===== config.mk =====
export PLATFORM = sky130hd
export DESIGN_NAME = pipe_add_sub
export DESIGN_NICKNAME = d
export VERILOG_FILES = /design/src/rtl/pipe_add_pkg.sv /design/src/rtl/add_slice.sv /design/src/rtl/pipe_add_sub.sv
export SDC_FILE = /design/constraint.sdc
export NUM_CORES = 1
export LEC_CHECK = 0
export CELL_PAD_IN_SITES_DETAIL_PLACEMENT = 0
export CELL_PAD_IN_SITES_GLOBAL_PLACEMENT = 1
export CORE_MARGIN = 10
export CORE_UTILIZATION = 49
export DETAILED_ROUTE_END_ITERATION = 10
export HOLD_SLACK_MARGIN = 0.12
export PLACE_DENSITY_LB_ADDON = 0.1
export SYNTH_ARGS = -nofsm -noshare
export SYNTH_HDL_FRONTEND = slang
export SYNTH_SLANG_ARGS = --single-unit

===== constraint.sdc =====
create_clock -name clk -period 4.05 [get_ports clk]
set_clock_uncertainty 0.1 [all_clocks]
set_input_delay 0.6075 -clock clk [delete_from_list [all_inputs] [get_ports clk]]
set_output_delay 0.6075 -clock clk [all_outputs]
set_load 0.05 [all_outputs]

===== src/rtl/pipe_add_pkg.sv =====
// Shared sizing constants for the pipelined adder/subtractor.
package pipe_add_pkg;

    localparam int unsigned DEF_WIDTH  = 32'd16;
    localparam int unsigned DEF_STAGES = 32'd4;

    function automatic int unsigned slice_width(input int unsigned width, input int unsigned stages);
        return width / stages;
    endfunction

endpackage


===== src/rtl/add_slice.sv =====
// Combinational N-bit ripple adder built from per-bit full adders.
module add_slice #(
    parameter int unsigned N = 32'd4
) (
    input  logic [N-1:0] a,
    input  logic [N-1:0] b,
    input  logic         cin,
    output logic [N-1:0] s,
    output logic         cout,
    output logic         cmsb
);

    for (genvar i = 0; i < N; i++) begin : g_fa
        logic ci_s;
        logic co_s;
        if (i == 0) begin : g_lsb
            assign ci_s = cin;
        end else begin : g_chain
            assign ci_s = g_fa[i-1].co_s;
        end
        assign s[i] = a[i] ^ b[i] ^ ci_s;
        assign co_s = (a[i] & b[i]) | (ci_s & (a[i] ^ b[i]));
    end

    assign cout = g_fa[N-1].co_s;
    assign cmsb = g_fa[N-1].ci_s;

endmodule


===== src/rtl/pipe_add_sub.sv =====
// Pipelined add/subtract: one SLICE-bit ripple segment per stage, operands skewed
// forward and finished sum slices carried along so a whole result exits together.
module pipe_add_sub
    import pipe_add_pkg::*;
#(
    parameter int unsigned WIDTH  = DEF_WIDTH,
    parameter int unsigned STAGES = DEF_STAGES
) (
    input  logic             clk,
    input  logic             rst_n,
    input  logic             in_valid,
    output logic             in_ready,
    input  logic [WIDTH-1:0] a,
    input  logic [WIDTH-1:0] b,
    input  logic             cin,
    input  logic             sub,
    output logic             out_valid,
    input  logic             out_ready,
    output logic [WIDTH-1:0] sum,
    output logic             co,
    output logic             ovf
);

    localparam int unsigned SLICE = slice_width(WIDTH, STAGES);

    logic advance_s;

    // The whole pipe moves as one; it only freezes when a finished result is refused.
    assign advance_s = !out_valid || out_ready;
    assign in_ready  = advance_s;

    for (genvar k = 0; k < STAGES; k++) begin : g_stg
        logic             vld_in_s;
        logic             c_in_s;
        logic [WIDTH-1:0] a_in_s;
        logic [WIDTH-1:0] b_in_s;
        logic [WIDTH-1:0] sum_in_s;
        logic [WIDTH-1:0] sum_nxt_s;
        logic [SLICE-1:0] s_s;
        logic             cout_s;
        logic             cmsb_s;
        logic             vld_r;
        logic             cy_r;
        logic [WIDTH-1:0] sum_r;

        if (k == 0) begin : g_head
            // Subtraction folds into the adder as a + ~b + 1.
            assign vld_in_s = in_valid;
            assign a_in_s   = a;
            assign b_in_s   = sub ? ~b : b;
            assign c_in_s   = sub ? 1'b1 : cin;
            assign sum_in_s = {WIDTH{1'b0}};
        end else begin : g_body
            assign vld_in_s = g_stg[k-1].vld_r;
            assign a_in_s   = g_stg[k-1].g_skew.a_r;
            assign b_in_s   = g_stg[k-1].g_skew.b_r;
            assign c_in_s   = g_stg[k-1].cy_r;
            assign sum_in_s = g_stg[k-1].sum_r;
        end

        add_slice #(.N(SLICE)) u_slice (
            .a    (a_in_s[k*SLICE +: SLICE]),
            .b    (b_in_s[k*SLICE +: SLICE]),
            .cin  (c_in_s),
            .s    (s_s),
            .cout (cout_s),
            .cmsb (cmsb_s)
        );

        // Merge this stage's slice into the partial result travelling with it.
        always_comb begin
            sum_nxt_s                    = sum_in_s;
            sum_nxt_s[k*SLICE +: SLICE] = s_s;
        end

        // Stage valid, carry and partial-sum registers.
        always_ff @(posedge clk or negedge rst_n) begin
            if (!rst_n) begin
                vld_r <= 1'b0;
                cy_r  <= 1'b0;
                sum_r <= {WIDTH{1'b0}};
            end else if (advance_s) begin
                vld_r <= vld_in_s;
                cy_r  <= cout_s;
                sum_r <= sum_nxt_s;
            end
        end

        if (k < STAGES - 1) begin : g_skew
            logic [WIDTH-1:0] a_r;
            logic [WIDTH-1:0] b_r;
            logic             unused_s;

            assign unused_s = cmsb_s;

            // Operand skew registers feeding the next stage's slice.
            always_ff @(posedge clk or negedge rst_n) begin
                if (!rst_n) begin
                    a_r <= {WIDTH{1'b0}};
                    b_r <= {WIDTH{1'b0}};
                end else if (advance_s) begin
                    a_r <= a_in_s;
                    b_r <= b_in_s;
                end
            end
        end else begin : g_tail
            logic unused_s;

            assign unused_s = ^{a_in_s, b_in_s};

            // Signed overflow from the carries around the MSB of the final slice.
            always_ff @(posedge clk or negedge rst_n) begin
                if (!rst_n) begin
                    ovf <= 1'b0;
                end else if (advance_s) begin
                    ovf <= cmsb_s ^ cout_s;
                end
            end
        end
    end

    assign out_valid = g_stg[STAGES-1].vld_r;
    assign sum       = g_stg[STAGES-1].sum_r;
    assign co        = g_stg[STAGES-1].cy_r;

endmodule


; ---- After elaboration in Yosys (flattened, before gate mapping)
; Index checks and enable logic that the tools add are counted.
; W data, S select, Z words.
[totals]
regBits = 145
out_inout_bits = 20
[classes]
muxes = 2
bitwise = 82
reduce_logical = 2
[ops]
columns = op, n
row1 = $xor A1 B1 Y1, 33
row2 = $and A1 B1 Y1, 32
row3 = $mux W16, 1
row4 = $not A16 Y16, 1
row5 = $or A1 B1 Y1, 16
row6 = $logic_not A1 Y1, 1
row7 = $logic_or A1 B1 Y1, 1
row8 = $mux W1, 1

; ---- Logic depth before layout (Yosys ltp)
[depth]
ltp_word = 11
depth_mapped = 10
depth_no_buf = 9

; ---- Cells and area by module
; From an unflattened synthesis, not the netlist that was laid out.
[hier_totals]
hier_cells = 274
area_unflattened_um2 = 4284.1
[by_module_without_submodules]
columns = mod, instances, cells_each, area_per_inst_um2, seq_area_each_um2
row1 = pipe_add_sub, 1, 226, 3843.7, 2427.3
row2 = add_slice, 4, 12, 110.1, 0.0

; ---- Worst setup path before layout
; No wires, ideal clock.
[synth_path]
kind = input to register
start = in sub
end = reg g_stg[0].sum_r[3]
setup_ns = 0.125
arrival_ns = 2.900
required_time_ns = 3.825
slack_ns = 0.925
stages = 10
cell_sequence = buf_2 > buf_4 > or2_2 > fa_1 > fa_1 > inv_1 > fa_1 > inv_1 > fa_1 > mux2_4
[synth_between]
elab_chain_len = 9
elab_cells_between_ends = 16
classes_between = mux: 2 / bitwise: 14
[synth_rtl]
columns = element, line
row1 = start: declaration, pipe_add_sub.sv:16  ; input logic sub,
row2 = $mux W16, pipe_add_sub.sv:50  ; assign b_in_s = sub ? ~b : b;
row3 = $xor A1 B1 Y1, add_slice.sv:22  ; assign co_s = (a[i] & b[i]) | (ci_s & (a[i] ^ b[i]));
row4 = $and A1 B1 Y1, add_slice.sv:22
row5 = $or A1 B1 Y1, add_slice.sv:22
row6 = $and A1 B1 Y1, add_slice.sv:22
row7 = $or A1 B1 Y1, add_slice.sv:22
row8 = $and A1 B1 Y1, add_slice.sv:22
row9 = $or A1 B1 Y1, add_slice.sv:22
row10 = $xor A1 B1 Y1 *, add_slice.sv:21  ; assign s[i] = a[i] ^ b[i] ^ ci_s;
row11 = named net g_stg[0].s_s[3], pipe_add_sub.sv:39  ; logic [SLICE-1:0] s_s;
row12 = end signal: assignment, pipe_add_sub.sv:81  ; sum_r <= {WIDTH{1'b0}};
row13 = end signal: assignment, pipe_add_sub.sv:85  ; sum_r <= sum_nxt_s;
row14 = end: declaration, pipe_add_sub.sv:44  ; logic [WIDTH-1:0] sum_r;
; Mark *: on every way through the listed nets, which the timed path passes. The rest lies on a longest branch.
; A chain may end at the register's enable or synchronous reset.

; ---- Worst setup path after layout
; Ends and elaborated chain as after synthesis.

==> flow_summary.toml <==
[placement]
portBuffers = 57
place_inst = 431
hpwl_mm = 4.98
gp_congestion = 0.702

[setup_path]
worstPathCellList = "clkdlybuf4s50_1 > or2_2 > fa_1 > fa_1 > inv_1 > fa_1 > inv_1 > fa_1 > mux2_4"
path_buf_inv = 3
crit_type = "input port to register"
worstPathMaxFanout = 3
cp.required_ns = 4.19
arrival_ns = 3.12
worstSetupEndpointType = "register"
slowest_delay_ns = 0.47
critPathMostFrequentCell = "fa_1"
cp-start-kind = "input port"
cpLargestDelayFamily = "adder cells"
slowest_stage = "clkdlybuf4s50_1"

[routing]
ant_nets = 0
drc = 0
vias_per_cell = 4.96
via_count = 2216
wirelength_mm = 7.08
drt_iter0_drc = 48
firstDrtPassIters = 4
wire_per_inst_um = 15.8

[floorplanning]
io_pins = 58
die_w_um = 113
floorplan.die_area_sq_mm = 0.0128
rows = 33
initial_utilization_pct = 51.0
core_area_sq_mm = 0.00830
die_height_um = 113

[timing]
min_period_ns = 2.98
setup_tns_ns = 0
max-slew-margin-rel_pct = 45.6
slew_violations = 0
hold_ws_ns = 0.239
finalCritPeriodShare_pct = 73.5
worstMarginPinSlew_ns = 0.815
rsz0062_at_grt = "no"
hold_violations = 0
setup_viol = 0
clock.fmax_ghz = 0.336

[synthesis]
syn_area_per_cell_sq_um = 15.2
yosys.cell_count.top_type = "dfrtp_1"
ys_types = 17
ys_top_cells_by_count = "dfrtp_1, mux2_2, inv_1"
syn_area_sq_mm = 0.00424
yosys.area.top_type = "dfrtp_1"
ys_ff_latch = 97
syn_nets = 332
synth_area_leaders = "dfrtp_1, mux2_2, fa_1"
yosys_warnings = 0
yosys_most_used_dff = "dfrtp_1"
ys_async_sr_fraction_pct = 100
syn_inst = 278
ys_seq_area_share_pct = 57.3
synth.top_cell.area_share_pct = 57.3
synth_edf_count = 0

[power_and_ir_drop]
power.leakage_nw = 2.23
total_power_mw = 3.94
irDropWorstVdd_mv = 0.362
powerDensity_mw_per_mm2 = 773

[status]
status = "completed"

[cts]
cts_tree = "yes"
clock_tree.root_cell = "clkbuf_8"
post_cts_buffers = 0
path_clk_slew_ns = 0.09
clk_latency_ns = 0.35
clockBufferDepth = 2
numClockSinks = 97
h-tree-depth = 3
post_cts_resized = 0
numCtsBuffers = 9
hold_buffers = 0

[layout]
instances_no_fill = 447
diodes = 0
drive_gt1_share_pct = 32.2
layout-area-overhead-vs-synth_pct = 20.4
fin_nets = 391

[flow_run]
cap_violations = 0

[global_route]
grt_max_degree = 68
grt_pass1_wl_mm = 12.0
grt_pass1_vias = 2357
grt-ovfl-total = 0
antenna_found_initial = 0
track_usage_pct = 11.7

[worst_hold_path]
hp-class = "input port to asynchronous set/reset pin"
==> metrics by stage <==
step | utilization, % | setup slack (ns) | cell area [sq um]
floorplan | - | 0.925 | 4240
global placement | 59.0 | 0.721 | 4900
detailed placement | 59.0 | 0.687 | 4900
CTS | 61.5 | 1.07 | 5100
global route | 61.5 | 1.03 | 5100
finish | 61.5 | 1.07 | 5100
==> logic make-up (layout without fill, tap and decap cells) <==
kind of cell / Yosys count / in the layout / share of synthesized area [%]
buffers and inverters: 39 / 103 / 4.34
multiplexers: 86 / 86 / 23.7
AND/OR/NAND/NOR: 13 / 13 / 2.39
XOR/XNOR: 17 / 17 / 3.52
adder cells (fa/ha/maj): 16 / 16 / 7.56
AO/OA/AOI/OAI: 10 / 10 / 1.18
flip-flops: 97 / 97 / 57.3
==> worst reg2reg max path: cells and delay by family, from the launching register on <==
| family | cells | cell delay, ns |
|---|---|---|
| flops | 1 | 0.41 |
| fa+ha+maj | 4 | 1.20 |
| mux | 1 | 0.25 |
| xor+xnor | 1 | 0.07 |
| buf+inv | 3 | 0.22 |
==> area by class of cell <==
cell class / count / area [sq um]
fill: 670 / 3200
sequential: 97 / 2430
multi-input combinational: 142 / 1620
timing repair buffer: 63 / 623
clock buffer: 10 / 138
tap: 105 / 131
inverter: 24 / 90.1
clock inverter: 6 / 67.6
==> worst paths after layout <==
path / endpoint / slack (ns) / from / depth (start not counted)
min in group clk: out_valid / 0.37 / g_stg[2].vld_r / 1
worst min-delay path: g_stg[2].sum_r[1] / 0.24 / rst_n / 1
worst min register to register: out_valid / 0.37 / g_stg[2].vld_r / 1
max in group asynchronous: g_stg[0].g_skew.b_r[13] / 2.69 / rst_n / 2
worst max register to register: ovf / 1.70 / g_stg[2].cy_r / 9
worst max-delay path: g_stg[0].sum_r[3] / 1.07 / sub / 9
==> power by group <==
| part | internal, mW | switching (mW) | leakage, nW |
|---|---|---|---|
| combinational | 0.832 | 0.824 | 1.01 |
| sequential | 1.41 | 0.248 | 1.12 |
| clock | 0.303 | 0.329 | 0.0985 |
==> per-layer routing <==
metal | wire length [um] | part of all wire [%] | global-route usage, % | vias up
met5 | 0 | 0 | 0 | -
met4 | 122 | 1.7 | 5.08 | 0
met3 | 428 | 6.0 | 4.12 | 9
met2 | 3330 | 47 | 17.1 | 39
met1 | 3200 | 45 | 15.3 | 1129
li1 | - | - | - | 1039
==> sequential cells by signal (all words and copies together) (netlist names) <==
signal and flops:
g_stg.g_skew.b_r 24, g_stg.vld_r 3, g_stg.sum_r 24, co 1, g_stg.g_skew.a_r 24, out_valid 1
g_stg.cy_r 3, ovf 1, sum 16
==> cells in the final DEF (no fill, tap or decap), types with 10 or more instances in the layout <==
cell type and n:
fa_1 16, clkbuf_8 10, xor2_1 13, mux2_2 74, nor3b_1 10, a21oi_1 10, mux2_4 10, clkdlybuf4s50_1 55
inv_1 24, dfrtp_1 97
Power figures use the tool's default switching activity.
